**src/rtl/hist_out_streamer.sv**
```systemverilog
// Purpose:      reads the equalized frame out of the output BRAM and emits it as a raster-order byte stream.
// Latency:      start sampled at E0 -> first beat valid after E2; with m_ready high, pixel k transfers at E(3+k).
// Backpressure: 2-entry prefetch buffer; reads stall when it would overflow; 1 beat/cycle under any m_ready pattern.
//
// Ports:
//   clk, rst_n         clock, asynchronous active-low reset
//   start, busy, done  frame trigger (ignored unless idle), in-progress flag, end-of-frame pulse
//   rd_addr, rd_data   BRAM read port (data valid one cycle after address)
//   m_valid, m_ready   stream handshake
//   m_data             pixel byte
//   m_sof, m_eol, m_last  start of frame, end of row, last pixel of frame
module hist_out_streamer #(
  parameter int W               = 256,
  parameter int H               = 256,
  parameter int TOTAL_PIXEL     = W * H,
  parameter int TOTAL_PIXEL_BIT = (TOTAL_PIXEL > 1) ? $clog2(TOTAL_PIXEL) : 1
) (
  input  logic                       clk,
  input  logic                       rst_n,
  input  logic                       start,
  output logic                       busy,
  output logic                       done,
  output logic [TOTAL_PIXEL_BIT-1:0] rd_addr,
  input  logic [7:0]                 rd_data,
  output logic                       m_valid,
  input  logic                       m_ready,
  output logic [7:0]                 m_data,
  output logic                       m_sof,
  output logic                       m_eol,
  output logic                       m_last
);

  localparam int XW = (W > 1) ? $clog2(W) : 1;
  localparam int YW = (H > 1) ? $clog2(H) : 1;
  localparam logic [TOTAL_PIXEL_BIT-1:0] LAST_ADDR = TOTAL_PIXEL_BIT'(TOTAL_PIXEL - 1);
  localparam logic [XW-1:0] X_MAX = XW'(W - 1);
  localparam logic [YW-1:0] Y_MAX = YW'(H - 1);

  typedef enum logic [1:0] {S_IDLE, S_RUN, S_DRAIN, S_DONE} state_t;

  state_t state, state_nxt;

  logic [7:0]    buf_mem [2];
  logic          wr_ptr;
  logic          rd_ptr;
  logic [1:0]    buf_cnt;
  logic          inflight;   // a read was issued last edge; its data is on rd_data now
  logic [XW-1:0] x_cnt;
  logic [YW-1:0] y_cnt;

  logic       pop;
  logic       issue;
  logic       last_addr;
  logic [2:0] occ_after;

  assign pop       = (buf_cnt != 2'd0) && m_ready;
  assign last_addr = (rd_addr == LAST_ADDR);

  // Occupancy counts the beat leaving on this edge, so a full-rate stream
  // keeps one entry buffered plus one read in flight without a bubble.
  assign occ_after = {1'b0, buf_cnt} + {2'b00, inflight} - {2'b00, pop};
  assign issue     = (state == S_RUN) && (occ_after < 3'd2);

  // State register
  always_ff @(posedge clk or negedge rst_n) begin
    if (!rst_n) begin
      state <= S_IDLE;
    end else begin
      state <= state_nxt;
    end
  end

  // Next-state logic
  always_comb begin
    state_nxt = state;
    case (state)
      S_IDLE:  if (start) state_nxt = S_RUN;
      S_RUN:   if (issue && last_addr) state_nxt = S_DRAIN;
      // Last beat leaving with nothing behind it in the buffer or in flight.
      S_DRAIN: if (pop && (buf_cnt == 2'd1) && !inflight) state_nxt = S_DONE;
      S_DONE:  state_nxt = S_IDLE;
      default: state_nxt = S_IDLE;
    endcase
  end

  // FSM outputs
  always_comb begin
    busy = 1'b0;
    done = 1'b0;
    case (state)
      S_RUN, S_DRAIN: busy = 1'b1;
      S_DONE:         done = 1'b1;
      default: ;
    endcase
  end

  // Read issue, prefetch buffer and raster position
  always_ff @(posedge clk or negedge rst_n) begin
    if (!rst_n) begin
      rd_addr    <= '0;
      inflight   <= 1'b0;
      wr_ptr     <= 1'b0;
      rd_ptr     <= 1'b0;
      buf_cnt    <= 2'd0;
      buf_mem[0] <= 8'h00;
      buf_mem[1] <= 8'h00;
      x_cnt      <= '0;
      y_cnt      <= '0;
    end else begin
      // Address holds at the last pixel during drain and rewinds on the way back to idle.
      if (state == S_DONE) begin
        rd_addr <= '0;
      end else if (issue && !last_addr) begin
        rd_addr <= rd_addr + TOTAL_PIXEL_BIT'(1);
      end

      inflight <= issue;

      if (inflight) begin
        buf_mem[wr_ptr] <= rd_data;
        wr_ptr          <= ~wr_ptr;
      end
      if (pop) begin
        rd_ptr <= ~rd_ptr;
      end

      case ({inflight, pop})
        2'b10:   buf_cnt <= buf_cnt + 2'd1;
        2'b01:   buf_cnt <= buf_cnt - 2'd1;
        default: buf_cnt <= buf_cnt;
      endcase

      // x/y describe the head beat; both wrap to 0 after the last pixel.
      if (pop) begin
        if (x_cnt == X_MAX) begin
          x_cnt <= '0;
          y_cnt <= (y_cnt == Y_MAX) ? '0 : y_cnt + YW'(1);
        end else begin
          x_cnt <= x_cnt + XW'(1);
        end
      end
    end
  end

  assign m_valid = (buf_cnt != 2'd0);
  assign m_data  = m_valid ? buf_mem[rd_ptr] : 8'h00;
  assign m_sof   = m_valid && (x_cnt == '0) && (y_cnt == '0);
  assign m_eol   = m_valid && (x_cnt == X_MAX);
  assign m_last  = m_valid && (x_cnt == X_MAX) && (y_cnt == Y_MAX);

endmodule

```
**config.mk**
```make
export PLATFORM = sky130hd
export DESIGN_NAME = hist_out_streamer
export DESIGN_NICKNAME = d
export VERILOG_FILES = /design/src/rtl/hist_out_streamer.sv
export SDC_FILE = /design/constraint.sdc
export NUM_CORES = 1
export LEC_CHECK = 0
export BUFFER_PORTS_ARGS = -buffer_cell sky130_fd_sc_hd__buf_2
export CORE_MARGIN = 3
export CORE_UTILIZATION = 57
export DETAILED_ROUTE_END_ITERATION = 10
export MAX_ROUTING_LAYER = met4
export PLACE_DENSITY = 0.79
export SETUP_SLACK_MARGIN = 0.05
export SLEW_MARGIN = 25
export SYNTH_ARGS = -nofsm -noshare
export SYNTH_HDL_FRONTEND = slang
export SYNTH_SLANG_ARGS = --single-unit
```
**constraint.sdc**
```tcl
create_clock -name clk -period 4 [get_ports clk]
set_input_delay 0.8 -clock clk [delete_from_list [all_inputs] [get_ports clk]]
set_output_delay 0.8 -clock clk [all_outputs]
set_load 0.02 [all_outputs]
```
# Word-level counts from Yosys, hierarchy flattened
# Cells that the tools add are included.
dict set report totals {
  ff_bits 55
  out_inout_bits 30
}
dict set report classes {
  eq_ne 12
  bitwise_logic 4
  muxes 18
  addsub 7
  reduce_logical 22
  n_lt_le_gt_ge 4
}
# op count
set ops {}
lappend ops {{$mux W8} 7}
lappend ops {{$mux W16} 2}
lappend ops {{$add A16 B1 Y16 const B} 1}
lappend ops {{$add A8 B1 Y8 const B} 2}
lappend ops {{$bwmux W16} 1}
lappend ops {{$eq A16 B16 Y1 const B} 1}
lappend ops {{$eq A8 B8 Y1 const B} 2}
lappend ops {{$logic_not A8 Y1} 2}
lappend ops {{$logic_and A1 B1 Y1} 11}
lappend ops {{$demux W8 S1} 1}
lappend ops {{$pmux W2 S4} 1}
lappend ops {{$eq A2 B1 Y1 const B} 3}
lappend ops {{$eq A2 B2 Y1 const B} 3}
lappend ops {{$mux W2} 3}
lappend ops {{$reduce_bool A2 Y1} 3}
lappend ops {{$ge A2 B2 Y1 const B} 2}
lappend ops {{$ne A2 B2 Y1 const B} 2}
lappend ops {{$not A1 Y2} 2}
lappend ops {{$pmux W2 S2} 1}
lappend ops {{$add A2 B1 Y3} 1}
lappend ops {{$lt A3 B2 Y1 const B} 1}
lappend ops {{$reduce_and A3 Y1} 1}
lappend ops {{$sub A3 B1 Y3} 1}
lappend ops {{$add A2 B1 Y2 const B} 1}
lappend ops {{other kinds (9)} 12}

# Logic depth before layout (Yosys ltp)
# Gate-level depths: netlist (run 1).
dict set report depth {
  word_depth 8
  depth_mapped 12
}

# Worst setup path after synthesis (run 1)
# Ideal clock, no wire load.
dict set report synth_timing {
  kind {input to register}
  from {in m_ready}
  to {reg state[1]}
  arrival_ns 3.069
  path_buffers 2
  t_required_ns 3.875
  cell_stages 10
  setup_ns 0.125
  setup_slack_ns 0.806
  path_cell_list {nor2b_1 clkbuf_1 xnor2_1 nand2b_1 fa_1 and4_1 nand4bb_1 buf_2 a2111o_1 mux2_4}
}
dict set report synth_between {
  elab_chain_len 7
}
# element line
set synth_rtl {}
lappend synth_rtl {{from (decl)} 26} ;# input logic m_ready,
lappend synth_rtl {{$logic_and A1 B1 Y1 *} 56} ;# assign pop = (buf_cnt != 2'd0) && m_ready;
lappend synth_rtl {{$sub A3 B1 Y3} 61} ;# assign occ_after = {1'b0, buf_cnt} + {2'b00, inflight} - {2'b00, pop};
lappend synth_rtl {{$lt A3 B2 Y1} 62} ;# assign issue = (state == S_RUN) && (occ_after < 3'd2);
lappend synth_rtl {{$logic_and A1 B1 Y1} 62}
lappend synth_rtl {{$logic_and A1 B1 Y1} 78} ;# S_RUN: if (issue && last_addr) state_nxt = S_DRAIN;
lappend synth_rtl {{$ne A2 B1 Y1 (no line)} --}
lappend synth_rtl {{$reduce_and A3 Y1 (no line) *} --}
lappend synth_rtl {{to (signal assigned)} 69} ;# state <= state_nxt;
lappend synth_rtl {{to (decl)} 41} ;# state_t state, state_nxt;
# Every way passes the cells marked *; elsewhere a longest branch is shown, timed or not.
# A chain may end at the register's enable or synchronous reset.

# Worst setup path after layout (run 1)
dict set report layout_timing {
  from {reg buf_cnt[1]}
  to {reg rd_addr[15]}
}
dict set report layout_between {
  elab_chain_len 7
}
# element line
set layout_rtl {}
lappend layout_rtl {{from (decl)} 46} ;# logic [1:0] buf_cnt;
lappend layout_rtl {{from (signal assigned)} 128} ;# 2'b10: buf_cnt <= buf_cnt + 2'd1;
lappend layout_rtl {{from (signal assigned)} 129} ;# 2'b01: buf_cnt <= buf_cnt - 2'd1;
lappend layout_rtl {{from (signal assigned)} 130} ;# default: buf_cnt <= buf_cnt;
lappend layout_rtl {{branches (longest 2 deep; another with $add A2 B1 Y3)} --}
lappend layout_rtl {{$sub A3 B1 Y3 *} 61}
lappend layout_rtl {{$lt A3 B2 Y1 *} 62}
lappend layout_rtl {{$logic_and A1 B1 Y1 *} 62}
lappend layout_rtl {{$logic_and A1 B1 Y1 *} 113} ;# end else if (issue && !last_addr) begin
lappend layout_rtl {{$reduce_bool A2 Y1 (no line) *} --}
lappend layout_rtl {{to (signal assigned)} 114} ;# rd_addr <= rd_addr + TOTAL_PIXEL_BIT'(1);
lappend layout_rtl {{to (decl)} 23} ;# output logic [TOTAL_PIXEL_BIT-1:0] rd_addr,
# Mark *: on every way between the ends.

==> results of run 1 <==
-- metrics by stage --
stage	total power, mW	instances	cell area [µm²]
2_1_floorplan	1.54	284	2950
3_3_place_gp	1.76	387	3240
3_5_place_dp	1.80	387	3240
4_1_cts	2.19	395	3350
5_1_grt	2.34	395	3350
6_report	2.17	395	3350
-- per-layer routing --
layer | share of wire, % | vias up
met5 | 0 | -
met4 | 0.58 | 0
met3 | 2.9 | 4
met2 | 49 | 41
met1 | 48 | 1121
li1 | - | 1109
-- final cells by class --
type | instances | area share [%]
multi-input cells | 200 | 43.6
flip-flops and latches | 55 | 41.1
repair buffers | 46 | 7.24
well taps | 67 | 2.50
inverters | 19 | 2.13
clock buffers | 5 | 2.05
clock inverters | 3 | 1.38
-- state kept, by name, indices dropped and copies added, names as in the netlist --
register and flops:
rd_ptr 1, y_cnt 8, inflight 1, rd_addr 16
buf_mem 16, buf_cnt 2, x_cnt 8, wr_ptr 1
state 2
-- worst min path at each step --
stage / startpoint / end / slack, ns / cells past startpoint
3_5_place_dp: wr_ptr$_DFFE_PN0P_ / wr_ptr$_DFFE_PN0P_ / 0.48 / 1
6_report: wr_ptr$_DFFE_PN0P_ / wr_ptr$_DFFE_PN0P_ / 0.50 / 1
2_1_floorplan: wr_ptr$_DFFE_PN0P_ / wr_ptr$_DFFE_PN0P_ / 0.46 / 1
5_1_grt: buf_mem[1]$_DFFE_PN0P_ / buf_mem[1]$_DFFE_PN0P_ / 0.53 / 1
4_1_cts: wr_ptr$_DFFE_PN0P_ / wr_ptr$_DFFE_PN0P_ / 0.50 / 1
3_3_place_gp: wr_ptr$_DFFE_PN0P_ / wr_ptr$_DFFE_PN0P_ / 0.47 / 1
-- power by group through the flow --
stage                     Clock (mW)  Combinational [mW]  Sequential (mW)
after global placement             0               0.854            0.910
after global routing           0.407               0.995            0.940
final                          0.377               0.884            0.910
after detailed placement           0               0.885            0.918
after floorplan                    0               0.652            0.889
after CTS                      0.388               0.891            0.908
-- cell families after synthesis --
logic type | Yosys count | synth area share, %
flip-flops | 55 | 46.6
AO/OA/AOI/OAI | 45 | 9.84
adder cells (fa/ha/maj) | 13 | 5.68
buffers and inverters | 29 | 3.77
multiplexers | 28 | 10.4
AND/OR/NAND/NOR | 101 | 19.8
XOR/XNOR | 13 | 3.86
-- Yosys cell counts, types with 2 or more instances --
| master | n | share of area (%) |
|---|---|---|
| dfrtp_1 | 55 | 47 |
| o31a_1 | 2 | 0.59 |
| o311ai_0 | 2 | 0.59 |
| mux2i_1 | 9 | 3.1 |
| ha_1 | 11 | 4.7 |
| nor4_1 | 5 | 1.1 |
| nand4_1 | 8 | 1.7 |
| a21oi_1 | 11 | 1.9 |
| clkbuf_1 | 8 | 1.0 |
| nand2_1 | 18 | 2.3 |
| o21ai_0 | 12 | 2.0 |
| buf_2 | 2 | 0.34 |
| and4_1 | 3 | 0.89 |
| and3_1 | 7 | 1.5 |
| nand3_1 | 9 | 1.5 |
| mux2_2 | 17 | 6.5 |
| nor3_1 | 4 | 0.68 |
| nor4b_1 | 2 | 0.59 |
| nor2b_1 | 7 | 1.5 |
| or4_1 | 7 | 1.8 |
| or3_1 | 3 | 0.64 |
| o41ai_1 | 2 | 0.59 |
| nand2b_1 | 3 | 0.64 |
| xnor2_1 | 9 | 2.7 |
| nor2_1 | 17 | 2.2 |
| inv_1 | 19 | 2.4 |
| xor2_1 | 4 | 1.2 |
| nor4_2 | 2 | 0.85 |
| o31ai_1 | 7 | 1.8 |
==> impl_metrics.tcl, run 1 <==
set metrics [dict create \
    status "finished clean" \
    yosysWarnings 0 \
    fp-row-count 25 \
    finalWirelength_um 5730 \
    fmax_ghz 0.297 \
    post_synth.cell_area_avg_um2 10.4 \
    p_clk_share_pct 17.4 \
    synth-main-ff-cell "dfrtp_1" \
    p_switching_mw 0.853 \
    post-route-drc-count 0 \
    relSlewSlack_pct 41.0 \
    crit_chain "inv_1, ha_1, nor2b_1, xnor2_1, nand2b_1, fa_1, xnor2_1, nand4b_1, nor4_1, mux2_2" \
    cts_buffers 5 \
    cts_tree "done" \
    syn_inst 284 \
    critPathSlowestCell "dfrtp_1" \
    hold_buffers 0 \
    clock_skew_ns 0.00435 \
    syn-num-nets 308 \
    nets 351 \
    finalSetupViolCount 0 \
    insertion_delay_ns 0.31 \
    grt_start_max_net_pins 41 \
    grt_pass1_vias 2298 \
    finalCriticalPeriod_ns 3.37 \
    core_region_area_um2 4850 \
    antennaDiodeCount 0 \
    vias_per_cell 5.76 \
    period_share_pct 84.1 \
    vias 2275 \
    cts.repair.resized 0 \
    initialDrtViolationCount 74 \
    timing.max_cap.violations 0 \
    dr.pass1.iters 4 \
    slew_viol_final 0 \
    grt_usage_pct 21.4 \
    cts_setup_buffers 0 \
    swShare_pct 39.3 \
    cts_sinks 55 \
    power_leakage_nw 1.53 \
    area_growth_pct 13.6 \
    syn-cell-area_um2 2950 \
    dp_hpwl_um 4200 \
    grt_use_met2_pct 33.7 \
    die_w_um 77.9 \
    gr-total-overflow 0 \
    tightest_slew_ns 0.885 \
    fillCellCount 381 \
    path_class "flip-flop to flip-flop" \
    vdd_drop_max_mv 0.477 \
    crit_buf_inv 1 \
    crit_start "buf_cnt[1]$_DFFE_PN0N_" \
    path_delay_family "simple AND/OR/NAND/NOR gates" \
    multi_input_area_um2 1460 \
    initial_utilization_pct 60.9 \
    die_h_um 77.9 \
    busiest_layer "met2" \
    fin_util_pct 69.1 \
    cp-start-kind "flip-flop" \
    grt_first_pass_wirelength_um 10400 \
    cp_num_cells 10 \
    reg2reg_slack_ns 0.63 \
    ios 42 \
    pwr-share-seq_pct 41.9 \
    path_clk_slew_ns 0.10 \
    arrival_ns 3.56 \
    pwr_density_cell_nw_per_um2 647 \
    wl_per_cell_um 14.5 \
    intPower_mw 1.32 \
    place_ws_ns 0.500 \
    final_common_cell "dfrtp_1" \
    clk_root_buffer_cell "clkbuf_8" \
    setup_tns_ns 0 \
    cts.htree.levels 2 \
    clock_path_buffers 2 \
    synth_seq_cells 55 \
    gp_congestion 0.814 \
    synth-edff-count 0 \
    io_buffers 41 \
    dieArea_um2 6080 \
    ant_nets 0 \
    drive_above_1_share_pct 23.2 \
    post-route-worst-setup-slack_ns 0.635 \
    p_comb_share_pct 40.7 \
    reg2reg_depth 10 \
    rr_endpoint "rd_addr[15]$_DFFE_PN0P_" \
    r2r_start "buf_cnt[1]$_DFFE_PN0N_" \
    crit_required_ns 4.20 \
    most-common-layout-cells "55 x dfrtp_1, 41 x buf_2, 19 x inv_1" \
    grt_antenna_before_repair 0 \
    grtUsageMet3_pct 2.90 \
    min_path_type "flip-flop to flip-flop" \
    ys_async_sr_fraction_pct 100 \
    ys_seq_area_share_pct 46.6 \
    cp_max_fo 7 \
    max_stage_delay_ns 0.45 \
    crit_top_cell "xnor2_1" \
    hold_ws_ns 0.497 \
    crit_end "rd_addr[15]$_DFFE_PN0P_" \
    synth.distinct_cells 48 \
    grtUsageMet1_pct 29.5 \
    rsz0062_at_grt "no" \
    endpoint_kind "flip-flop" \
    seq_area_um2 1380 \
    finalHoldViolCount 0 \
]
No activity file was read; power rests on OpenSTA's default activity.
==> run 2: changes to the inputs <==
--- a/config.mk
+++ b/config.mk
@@ -7,10 +7,10 @@
 export LEC_CHECK = 0
 export BUFFER_PORTS_ARGS = -buffer_cell sky130_fd_sc_hd__buf_2
 export CORE_MARGIN = 3
-export CORE_UTILIZATION = 57
+export CORE_UTILIZATION = 52
 export DETAILED_ROUTE_END_ITERATION = 10
 export MAX_ROUTING_LAYER = met4
-export PLACE_DENSITY = 0.79
+export PLACE_DENSITY = 0.76
 export SETUP_SLACK_MARGIN = 0.05
 export SLEW_MARGIN = 25
 export SYNTH_ARGS = -nofsm -noshare
==> constraint.sdc (replaced) <==
create_clock -name clk -period 2.85 [get_ports clk]
set_input_delay 0.57 -clock clk [delete_from_list [all_inputs] [get_ports clk]]
set_output_delay 0.57 -clock clk [all_outputs]
set_load 0.02 [all_outputs]
==> run 2 against run 1 <==
Compared with the run above:
- register-to-register slack got worse by 0.56 ns
- fmax up 21%
- non-clock buffer count increased by 17
- via count increased by 3.4%
- worst hold slack got worse by 0.30 ns
- clock power up 26%
- sequential share of layout area fell by 2.1 points
- die area rose by 8.9%
- total power up 50%
- flip-flop and latch count did not move
- utilization down 2.6 points
==> impl_metrics.tcl, run 2 (synthesis results as in run 1) <==
set metrics [dict create \
    finalHoldViolCount 0 \
    pwr_density_cell_nw_per_um2 921 \
    path_clk_slew_ns 0.10 \
    p_clk_share_pct 14.7 \
    die_w_um 81.3 \
    max_stage_delay_ns 0.57 \
    clock_path_buffers 2 \
    endpoint_kind "flip-flop" \
    final_area_um2 3530 \
    rsz0062_at_grt "yes" \
    grt_first_pass_wirelength_um 10800 \
    gp_congestion 0.827 \
    clock_skew_ns 0.00625 \
    io_buffers 41 \
    cts_buffers 5 \
    dr.pass1.iters 4 \
    antennaDiodeCount 0 \
    grt_pass1_vias 2378 \
    core_region_area_um2 5300 \
    path_class "flip-flop to flip-flop" \
    grt_usage_pct 21.1 \
    dieArea_um2 6610 \
    swShare_pct 38.2 \
    drive_above_1_share_pct 29.9 \
    intPower_mw 2.01 \
    cts_sinks 55 \
    grt_antenna_before_repair 0 \
    ios 42 \
    area_growth_pct 19.6 \
    p_switching_mw 1.24 \
    crit_top_cell "buf_4" \
    cts.htree.levels 2 \
    finalCriticalPeriod_ns 2.77 \
    insertion_delay_ns 0.30 \
    relSlewSlack_pct 49.5 \
    critPathSlowestCell "fa_1" \
    ant_nets 0 \
    fp-row-count 26 \
    tightest_slew_ns 0.757 \
    dp_hpwl_um 4530 \
    most-common-layout-cells "55 x dfrtp_1, 41 x buf_2, 22 x buf_4" \
    p_comb_share_pct 46.6 \
    vias 2352 \
    finalWirelength_um 6150 \
    initialDrtViolationCount 111 \
    finalSetupViolCount 0 \
    gr-total-overflow 0 \
    place_area_um2 3350 \
    grt_start_max_net_pins 21 \
    cts_tree "done" \
    crit_chain "inv_2, ha_4, nor2b_4, xnor2_2, nand2b_4, fa_1, and4_1, nand4bb_1, buf_4, buf_4, o31ai_1, a21oi_2" \
    cp-start-kind "flip-flop" \
    fmax_ghz 0.361 \
    nets 368 \
    wl_per_cell_um 14.8 \
    setup_tns_ns 0 \
    slew_viol_final 0 \
    vias_per_cell 5.67 \
    largestRegisters "buf_mem: 16 flops, rd_addr: 16 flops" \
    status "finished clean" \
    min_path_type "input port to async pin" \
    crit_required_ns 3.01 \
    period_share_pct 97.3 \
    pwr-share-seq_pct 38.7 \
    cp_max_fo 4 \
    clk_root_buffer_cell "clkbuf_8" \
    die_h_um 81.3 \
    final_common_cell "dfrtp_1" \
    vdd_drop_max_mv 0.714 \
    power_leakage_nw 1.63 \
    post-route-drc-count 0 \
    timing.max_cap.violations 0 \
    arrival_ns 2.94 \
    initial_utilization_pct 55.6 \
]
==> run 2: cell count changes in the layout (fill, tap and decap cells not counted), sizes merged <==
cell,previous run,this run
buf,46,63
clkbuf,5,7
bufinv,1,0
inv,20,19
==> run 2: path summary, 6_finish.rpt <==
| kind | startpoint | to | slack, ns | cells past startpoint |
|---|---|---|---|---|
| max in group asynchronous | rst_n | buf_mem[15]$_DFFE_PN0P_ | 2.02 | 2 |
| hold / removal | rst_n | rd_addr[4]$_DFFE_PN0P_ | 0.20 | 1 |
| hold reg to reg | wr_ptr$_DFFE_PN0P_ | wr_ptr$_DFFE_PN0P_ | 0.50 | 1 |
| min in group clk | wr_ptr$_DFFE_PN0P_ | wr_ptr$_DFFE_PN0P_ | 0.50 | 1 |
| setup reg to reg | buf_cnt[0]$_DFFE_PN0N_ | rd_addr[10]$_DFFE_PN0P_ | 0.08 | 12 |
| setup / recovery | buf_cnt[0]$_DFFE_PN0N_ | rd_addr[10]$_DFFE_PN0P_ | 0.08 | 12 |
==> run 2: layer usage <==
metal	global-route usage, %	vias to the layer above	part of all wire (%)
li1	-	1143	-
met1	27.9	1168	49
met2	34.0	37	47
met3	4.10	4	2.9
met4	4.39	0	0.54
met5	-	-	0
==> run 2: area by class of cell <==
class | count | area, µm²
inverter | 19 | 71.3
timing repair buffer | 63 | 370
tap | 70 | 87.6
clock inverter | 1 | 7.51
fill | 424 | 1770
clock buffer | 7 | 96.3
multi-input combinational | 200 | 1520
sequential | 55 | 1380
==> run 2: what timing repair did <==
item | 4_1_cts | 5_1_grt
pin swaps | 1 | 3
endpoints found under the setup margin | 3 | 8
setup buffers | 2 | 2
hold endpoints to repair | 0 | 0
hold buffers | 0 | 0
resized for setup | 2 | 7
==> run 2: stage by stage <==
| step | total power [mW] | cells | worst slack [ns] | hold slack [ns] | utilization, % |
|---|---|---|---|---|---|
| global route | 3.49 | 415 | -0.0143 | 0.217 | 66.5 |
| finish | 3.25 | 415 | 0.0766 | 0.195 | 66.5 |
| detailed placement | 2.71 | 403 | -0.0837 | 0.478 | 63.2 |
| floorplan | 2.18 | 284 | -0.0836 | 0.274 | - |
| global placement | 2.66 | 403 | 0.00236 | 0.475 | 63.2 |
| CTS | 3.21 | 413 | 0.0722 | 0.200 | 65.5 |
==> run 2: power groups by stage <==
stage                     logic, mW  clock network (mW)  registers (mW)
after floorplan               0.934                   0            1.25
after CTS                      1.47               0.488            1.25
after global routing           1.67               0.520            1.29
after detailed placement       1.45                   0            1.27
final                          1.51               0.476            1.26
after global placement         1.40                   0            1.25
==> run 2: worst max-delay path, delay by kind of cell (launching register included) <==
family / cells / cell delay [ns]
buffers and inverters: 3 / 0.36
AO/OA/AOI/OAI: 2 / 0.43
AND/OR/NAND/NOR: 4 / 0.63
XOR/XNOR: 1 / 0.09
flip-flops: 1 / 0.39
adder cells (fa/ha/maj): 2 / 0.73
